==> config.mk <==
export PLATFORM = sky130hd
export DESIGN_NAME = bram_fifo_ctrl
export DESIGN_NICKNAME = d
export VERILOG_FILES = /design/src/rtl/bram_fifo_ctrl.sv
export SDC_FILE = /design/constraint.sdc
export NUM_CORES = 1
export LEC_CHECK = 0
export ABC_AREA = 0
export CORE_UTILIZATION = 35
export CTS_CLUSTER_DIAMETER = 100
export DETAILED_ROUTE_END_ITERATION = 10
export HOLD_SLACK_MARGIN = 0.15
export PLACE_DENSITY = 0.69
export RECOVER_POWER = 50
export SYNTH_ARGS = -nofsm -noshare
export SYNTH_HDL_FRONTEND = slang
export SYNTH_SLANG_ARGS = --single-unit
==> constraint.sdc <==
create_clock -name clk -period 4.7 [get_ports clk]
set_input_delay 0.705 -clock clk [delete_from_list [all_inputs] [get_ports clk]]
set_output_delay 0.705 -clock clk [all_outputs]
set_load 0.02 [all_outputs]
==> src/rtl/bram_fifo_ctrl.sv <==
`default_nettype none
// ============================================================================
// Module      : bram_fifo_ctrl
// Description : First-word-fall-through FIFO controller that uses an external
//               dual-port BRAM as storage. Port 0 of the BRAM is the write
//               port and port 1 is the read port. The BRAM's 1-cycle registered
//               read latency is absorbed by a 2-entry output staging buffer.
//               The pop side therefore sees a plain valid/ready stream.
//               Total capacity is DEPTH + 2 words.
// Ports       : clk            - clock
//               rst_n          - asynchronous active-low reset
//               flush_i        - synchronous clear of all contents
//               push_valid_i   - producer has data
//               push_ready_o   - FIFO can accept
//               push_data_i    - write data
//               pop_valid_o    - head entry is available
//               pop_ready_i    - consumer accepts
//               pop_data_o     - head entry
//               count_o        - total occupancy (BRAM + in-flight + staging)
//               bram_addr_o    - [0] write pointer, [1] read pointer
//               bram_we_o      - [0] push fire, [1] tied low
//               bram_din_o     - [0] push data, [1] tied low
//               bram_dout_i    - [1] read data, valid the cycle after issue
//               err_overflow_o - (BRAM_FIFO_ERR_EN only) sticky push-while-full
//               err_underflow_o- (BRAM_FIFO_ERR_EN only) sticky pop-while-empty
// Options     : define BRAM_FIFO_ERR_EN to add the sticky error flags.
// Revision    : 1.0 - initial release
// ============================================================================
module bram_fifo_ctrl #(
  parameter int WIDTH = 32,
  parameter int DEPTH = 32
) (
  input  logic                                  clk,
  input  logic                                  rst_n,
  input  logic                                  flush_i,
  input  logic                                  push_valid_i,
  output logic                                  push_ready_o,
  input  logic [WIDTH-1:0]                      push_data_i,
  output logic                                  pop_valid_o,
  input  logic                                  pop_ready_i,
  output logic [WIDTH-1:0]                      pop_data_o,
  output logic [$clog2(DEPTH+3)-1:0]            count_o,
  output logic [1:0][$clog2(DEPTH)-1:0]         bram_addr_o,
  output logic [1:0]                            bram_we_o,
  output logic [1:0][WIDTH-1:0]                 bram_din_o,
  input  logic [1:0][WIDTH-1:0]                 bram_dout_i
`ifdef BRAM_FIFO_ERR_EN
  ,
  output logic                                  err_overflow_o,
  output logic                                  err_underflow_o
`endif
);

  localparam int AW = $clog2(DEPTH);
  localparam int MW = $clog2(DEPTH + 1);
  localparam int CW = $clog2(DEPTH + 3);

  // State
  logic [AW-1:0]         wr_ptr_q,      wr_ptr_d;
  logic [AW-1:0]         rd_ptr_q,      rd_ptr_d;
  logic [MW-1:0]         mem_cnt_q,     mem_cnt_d;
  logic                  rd_inflight_q, rd_inflight_d;
  logic [1:0][WIDTH-1:0] stage_q,       stage_d;
  logic [1:0]            stage_cnt_q,   stage_cnt_d;

  // Handshake and control
  logic       w_push_fire;
  logic       w_pop_fire;
  logic       w_rd_issue;
  logic [2:0] w_slots_used;
  logic [1:0] w_stage_base;
  logic       w_unused_dout;

  assign push_ready_o = (mem_cnt_q != MW'(DEPTH)) & ~flush_i;
  assign w_push_fire  = push_valid_i & push_ready_o;

  assign pop_valid_o  = (stage_cnt_q != 2'd0);
  assign pop_data_o   = stage_q[0];
  assign w_pop_fire   = pop_valid_o & pop_ready_i;

  // Staging slots that will still be claimed after this cycle's pop: held
  // entries plus the read already in flight. A new read is issued only if a
  // slot is guaranteed to be free when its data returns. pop_fire implies
  // stage_cnt >= 1, so the subtraction never wraps.
  assign w_slots_used = {1'b0, stage_cnt_q} + {2'b00, rd_inflight_q}
                      - {2'b00, w_pop_fire};
  assign w_rd_issue   = (mem_cnt_q != '0) & (w_slots_used < 3'd2) & ~flush_i;

  // First free staging slot once the pop shift has happened.
  assign w_stage_base = stage_cnt_q - {1'b0, w_pop_fire};

  // BRAM ports: port 0 write-only, port 1 read-only. A write can only hit
  // rd_ptr when the BRAM is empty, in which case no read is issued.
  assign bram_addr_o[0] = wr_ptr_q;
  assign bram_addr_o[1] = rd_ptr_q;
  assign bram_we_o[0]   = w_push_fire;
  assign bram_we_o[1]   = 1'b0;
  assign bram_din_o[0]  = push_data_i;
  assign bram_din_o[1]  = '0;

  // Read data of port 0 is never used.
  assign w_unused_dout  = ^bram_dout_i[0];

  assign count_o = CW'(mem_cnt_q) + CW'(rd_inflight_q) + CW'(stage_cnt_q);

  // Next-state logic
  always_comb begin
    wr_ptr_d      = wr_ptr_q + AW'(w_push_fire);
    rd_ptr_d      = rd_ptr_q + AW'(w_rd_issue);
    mem_cnt_d     = mem_cnt_q + MW'(w_push_fire) - MW'(w_rd_issue);
    rd_inflight_d = w_rd_issue;
    stage_d       = stage_q;
    stage_cnt_d   = w_stage_base + {1'b0, rd_inflight_q};

    if (w_pop_fire) begin
      stage_d[0] = stage_q[1];
    end

    // Returning read data lands behind whatever survives the pop.
    if (rd_inflight_q) begin
      if (w_stage_base == 2'd0) begin
        stage_d[0] = bram_dout_i[1];
      end else begin
        stage_d[1] = bram_dout_i[1];
      end
    end

    // Flush drops everything, including data returning from an in-flight read.
    if (flush_i) begin
      wr_ptr_d      = '0;
      rd_ptr_d      = '0;
      mem_cnt_d     = '0;
      rd_inflight_d = 1'b0;
      stage_cnt_d   = 2'd0;
    end
  end

  // State register
  always_ff @(posedge clk or negedge rst_n) begin
    if (!rst_n) begin
      wr_ptr_q      <= '0;
      rd_ptr_q      <= '0;
      mem_cnt_q     <= '0;
      rd_inflight_q <= 1'b0;
      stage_q       <= '0;
      stage_cnt_q   <= 2'd0;
    end else begin
      wr_ptr_q      <= wr_ptr_d;
      rd_ptr_q      <= rd_ptr_d;
      mem_cnt_q     <= mem_cnt_d;
      rd_inflight_q <= rd_inflight_d;
      stage_q       <= stage_d;
      stage_cnt_q   <= stage_cnt_d;
    end
  end

`ifdef BRAM_FIFO_ERR_EN
  logic err_overflow_q;
  logic err_underflow_q;

  // Sticky error flags; only reset or flush clears them.
  always_ff @(posedge clk or negedge rst_n) begin
    if (!rst_n) begin
      err_overflow_q  <= 1'b0;
      err_underflow_q <= 1'b0;
    end else if (flush_i) begin
      err_overflow_q  <= 1'b0;
      err_underflow_q <= 1'b0;
    end else begin
      if (push_valid_i & ~push_ready_o) begin
        err_overflow_q <= 1'b1;
      end
      if (pop_ready_i & ~pop_valid_o) begin
        err_underflow_q <= 1'b1;
      end
    end
  end

  assign err_overflow_o  = err_overflow_q;
  assign err_underflow_o = err_underflow_q;
`endif

endmodule
`default_nettype wire
# ---- Word-level counts from Yosys, hierarchy flattened
# Cells that the tools add are included.
dict set report word_totals {
  reg_bits 83
  latchBits 0
  ram_bits 0
  rom_bits 0
  input_bits 101
  mem_count 0
}
dict set report op_classes {
  addsub 10
  multipliers 0
  n_div 0
  order_cmp 1
  n_eq_ne 1
  n_shift 0
  muxes 8
  n_bitwise 7
  n_reduce_logical 4
}
# cell n
set op_table {}
lappend op_table {{$mux 32} 3}
lappend op_table {{$add 6x1->6} 2}
lappend op_table {{$add 5x1->5} 2}
lappend op_table {{$mux 5} 2}
lappend op_table {{$add 6x2->6} 1}
lappend op_table {{$mux 6} 1}
lappend op_table {{$ne 6x6->1 const B} 1}
lappend op_table {{$reduce_bool 6->1} 1}
lappend op_table {{$sub 6x1->6} 1}
lappend op_table {{$and 1x1->1} 5}
lappend op_table {{$add 2x1->3} 1}
lappend op_table {{$lt 3x2->1 const B} 1}
lappend op_table {{$sub 3x1->3} 1}
lappend op_table {{$add 2x1->2} 1}
lappend op_table {{$logic_not 2->1} 1}
lappend op_table {{$mux 2} 1}
lappend op_table {{$not 1->1} 2}
lappend op_table {{$reduce_and 2->1} 1}
lappend op_table {{$reduce_bool 2->1} 1}
lappend op_table {{$sub 2x1->2} 1}
lappend op_table {{$mux 1} 1}

# ---- Longest topological paths before layout
dict set report depth {
  ltp_word 8
  mapped_depth 13
  ltp_nobuf 13
}

# ---- Worst setup path after synthesis
# OpenSTA, ideal clock, no wires.
dict set report synth_path {
  path_type {in2reg}
  startpoint {in pop_ready_i}
  endpoint {reg mem_cnt_q[4]}
  arrival_time_ns 3.534
  required_time_ns 4.575
  setup_slack_ns 1.041
  cell_stages 13
  n_path_buf 0
  path_cell_list {nand2b_1 nand2_1 nand2_1 fa_1 xor2_1 a2111oi_0 ha_1 inv_1 ha_1 fa_1 a21o_1 a21oi_1 mux2_2}
}
dict set report synth_between {
  elab_chain_cells 7
}
# item line
set synth_rtl {}
lappend synth_rtl {{start, declared} 40} ;# input logic pop_ready_i,
lappend synth_rtl {{$and 1x1->1} 79} ;# assign w_pop_fire = pop_valid_o & pop_ready_i;
lappend synth_rtl {{$sub 3x1->3} 86} ;# - {2'b00, w_pop_fire};
lappend synth_rtl {{$lt 3x2->1} 87} ;# assign w_rd_issue = (mem_cnt_q != '0) & (w_slots_used < 3'd2) & ~flush_i;
lappend synth_rtl {{$and 1x1->1 (2 in a row)} 87}
lappend synth_rtl {{$sub 6x1->6} 110} ;# mem_cnt_d = mem_cnt_q + MW'(w_push_fire) - MW'(w_rd_issue);
lappend synth_rtl {{$mux 6} 129} ;# if (flush_i) begin
lappend synth_rtl {{via mem_cnt_d[4]} 61} ;# logic [MW-1:0] mem_cnt_q, mem_cnt_d;
lappend synth_rtl {{end signal, assigned} 150} ;# mem_cnt_q <= mem_cnt_d;
lappend synth_rtl {{end, declared} 61}
# The timed path passes the listed nets, and every way through them passes these cells.
# A chain may end at the register's enable or synchronous reset.

# ---- Worst setup path after layout
# Same ends and word-level chain as after synthesis.

==> impl_metrics.csv <==
group,metric,value,unit
outcome,outcome,"finished with violations",
outcome,violations,"capacitance limit, slew limit",
place,dpl.hpwl,5850,µm
yosys,synth-warning-count,0,
yosys,yosysSeqAreaShare,0.421,
timing,fmax,235,MHz
timing,maxSlewHeadroom,-0.401,
cts,post_cts_resized,0,
setup_path,cp_max_fo,3,
drt,routed_wl,8710,µm
die,num_io_pins,217,
cts,cts_hold_buf,0,
yosys,yosys.area.top_type,"dfrtp_1",
timing,period_minus_slack,4260,ps
timing,finalClockSkew,5.91,ps
cells_and_area,final_core_util,0.411,
cells_and_area,num_antenna_cells,0,
setup_path,required,4920,ps
cts,htreeDepth,3,
die,num_rows,43,
cells_and_area,layout.nets,546,
drt,num_vias,2669,
worst_hold_path,min_path_type,"reg2reg",
timing,finalHoldViolCount,0,
drt,wl_per_cell,14.4,µm
cts,numCtsBuffers,9,
die,die_w,121,µm
worst_hold_path,hp-start,"stage_q[40]",
drt,firstDrtPassIters,4,
grt,grt_pass1_vias,2836,
timing,rsz0062_at_grt,"no",
yosys,syn-instance-count,399,
setup_path,crit_path_end_kind,"register",
yosys,synthArstFlopShare,1.00,
yosys,synth-seq-cells,83,
cts,cts.clk_slew.worst_paths,60,ps
timing,setup_viol,0,
die,floorplan.initialDensity,0.357,
die,dieArea,14600,µm²
yosys,synthTopCellsByCount,"buf_4, dfrtp_1, mux2_1, mux2_2, mux2_4",
setup_path,critPathKind,"in2reg",
grt,overflow,0,
die,die_h,121,µm
drt,detail-route-antenna-nets,0,
yosys,avgSynthCellArea,12.4,µm²
timing,final.setup.tns,0,ps
cts,clk_latency,340,ps
grt,grtUsageTotal,0.128,
cells_and_area,syn_to_final_growth,15.3,%
grt,antenna_found_initial,0,
drt,drtIter0Drc,77,
cells_and_area,drive_gt1_frac,0.206,
setup_path,worstSetupStartpointType,"input pin",
cts,postCtsSetupRepairBufs,0,
cts,root_buffer,"clkbuf_16",
yosys,synth_enable_flop_cells,0,
yosys,synthTopCellsByArea,"dfrtp_1, buf_4, mux2_4, mux2_1, mux2_2",
place,io_buffer_count,87,
drt,detail_route.vias_per_cell,4.40,
setup_path,r2r_start,"stage_cnt_q[1]",
power,vdd_drop_max,225,µV
grt,grt_max_degree,84,
place,place.gp.congestion,0.722,
timing,drv_slew,84,
power,powerDensity,685,nW/µm²
yosys,synthFlopType,"dfrtp_1",
yosys,synth_cell_types,36,
yosys,synth_most_common_cell,"buf_4",
cts,clk_path_buf_depth,2,
cts,cts_num_sinks,83,
timing,tightest_slew,2100,ps
setup_path,arrival,4480,ps
die,core_area,13800,µm²
power,leakage,2.62,nW
setup_path,cp-startpoint,"pop_ready_i",
drt,drc,0,
yosys,yosysTopAreaCellShare,0.421,
yosys,synthesis.area,4930,µm²
cts,cts_tree,"built",
grt,grt_pass1_wl,14200,µm
flow_run,cap_violations,1,
timing,post-route-period-util,0.907,
[layout make-up]
type	count	area (µm²)
fill	1276	8140
sequential	83	2080
multi-input combinational	220	2110
clock buffer	9	225
timing repair buffer	91	896
tap	180	225
inverter	18	67.6
clock inverter	6	90.1
[where the power goes]
| group | switching [mW] | leakage (nW) | internal (mW) |
|---|---|---|---|
| registers | 0.187 | 1.00 | 1.05 |
| logic | 0.839 | 1.47 | 1.07 |
| clock network | 0.291 | 0.152 | 0.464 |
| total | 1.32 | 2.62 | 2.58 |
[logic make-up after synthesis]
family	Yosys count	synth area share
compound gates	15	0.0241
mux	98	0.247
buf+inv	128	0.178
flops	83	0.421
xor+xnor	13	0.0231
other cells	1	0.000760
simple gates	39	0.0446
fa+ha+maj	22	0.0619
[flip-flops by register name, indices dropped and copies added (netlist names)]
name           count
rd_ptr_q           5
stage_cnt_q        2
mem_cnt_q          6
pop_data_o        32
stage_q           32
wr_ptr_q           5
rd_inflight_q      1
[layer usage]
layer	wire, µm	global-route usage
met1	3640	0.145
met2	4280	0.215
met3	644	0.0580
met4	140	0.0401
met5	0	0
[worst max-delay path, stage by stage]
cell	delay [ps]
dlygate4sd3_1	620
nand2b_1	240
nand2_1	120
nand2_1	80
fa_1	380
xor2_1	160
a2111oi_0	480
buf_4	200
ha_1	110
inv_1	40
ha_1	210
fa_1	410
a21o_1	200
a21oi_1	170
mux2_2	360
[metrics by stage]
| step | total power, mW | hold WS (ps) | worst slack, ps | instance area [µm²] | cells |
|---|---|---|---|---|---|
| floorplan | 2.80 | 409 | 1040 | 5050 | 431 |
| global placement | 3.13 | 468 | 285 | 5370 | 592 |
| detailed placement | 3.19 | 483 | 143 | 5370 | 592 |
| CTS | 3.98 | 496 | 484 | 5690 | 607 |
| global route | 4.18 | 507 | 234 | 5690 | 607 |
| finish | 3.90 | 489 | 439 | 5690 | 607 |
[placed cells by master, fill, tap and decap left out, types with 2 or more instances in the layout]
cell and n:
a2111oi_0 2, a21o_1 2, a21oi_1 3, buf_4 4, bufinv_16 2, clkbuf_16 9
clkdlybuf4s50_1 78, conb_1 33, dfrtp_1 83, dlygate4sd3_1 8, fa_1 4, ha_1 18
inv_1 18, mux2_1 34, mux2_2 34, mux2_4 30, nand2_1 5, nand3_1 5
nor2_1 12, nor2b_1 9, nor4_1 2, xnor2_1 7, xor2_1 6
[final timing paths]
path | slack [ps] | end | cells after the start
max | 440 | mem_cnt_q[4] | 15
min | 490 | stage_q[40] | 1
max reg2reg | 880 | mem_cnt_q[4] | 14
min reg2reg | 490 | stage_q[40] | 1
max in group asynchronous | 2480 | wr_ptr_q[1] | 1
min in group asynchronous | 970 | pop_data_o[0] | 1
Note: power is estimated with default switching activity, not from simulation.
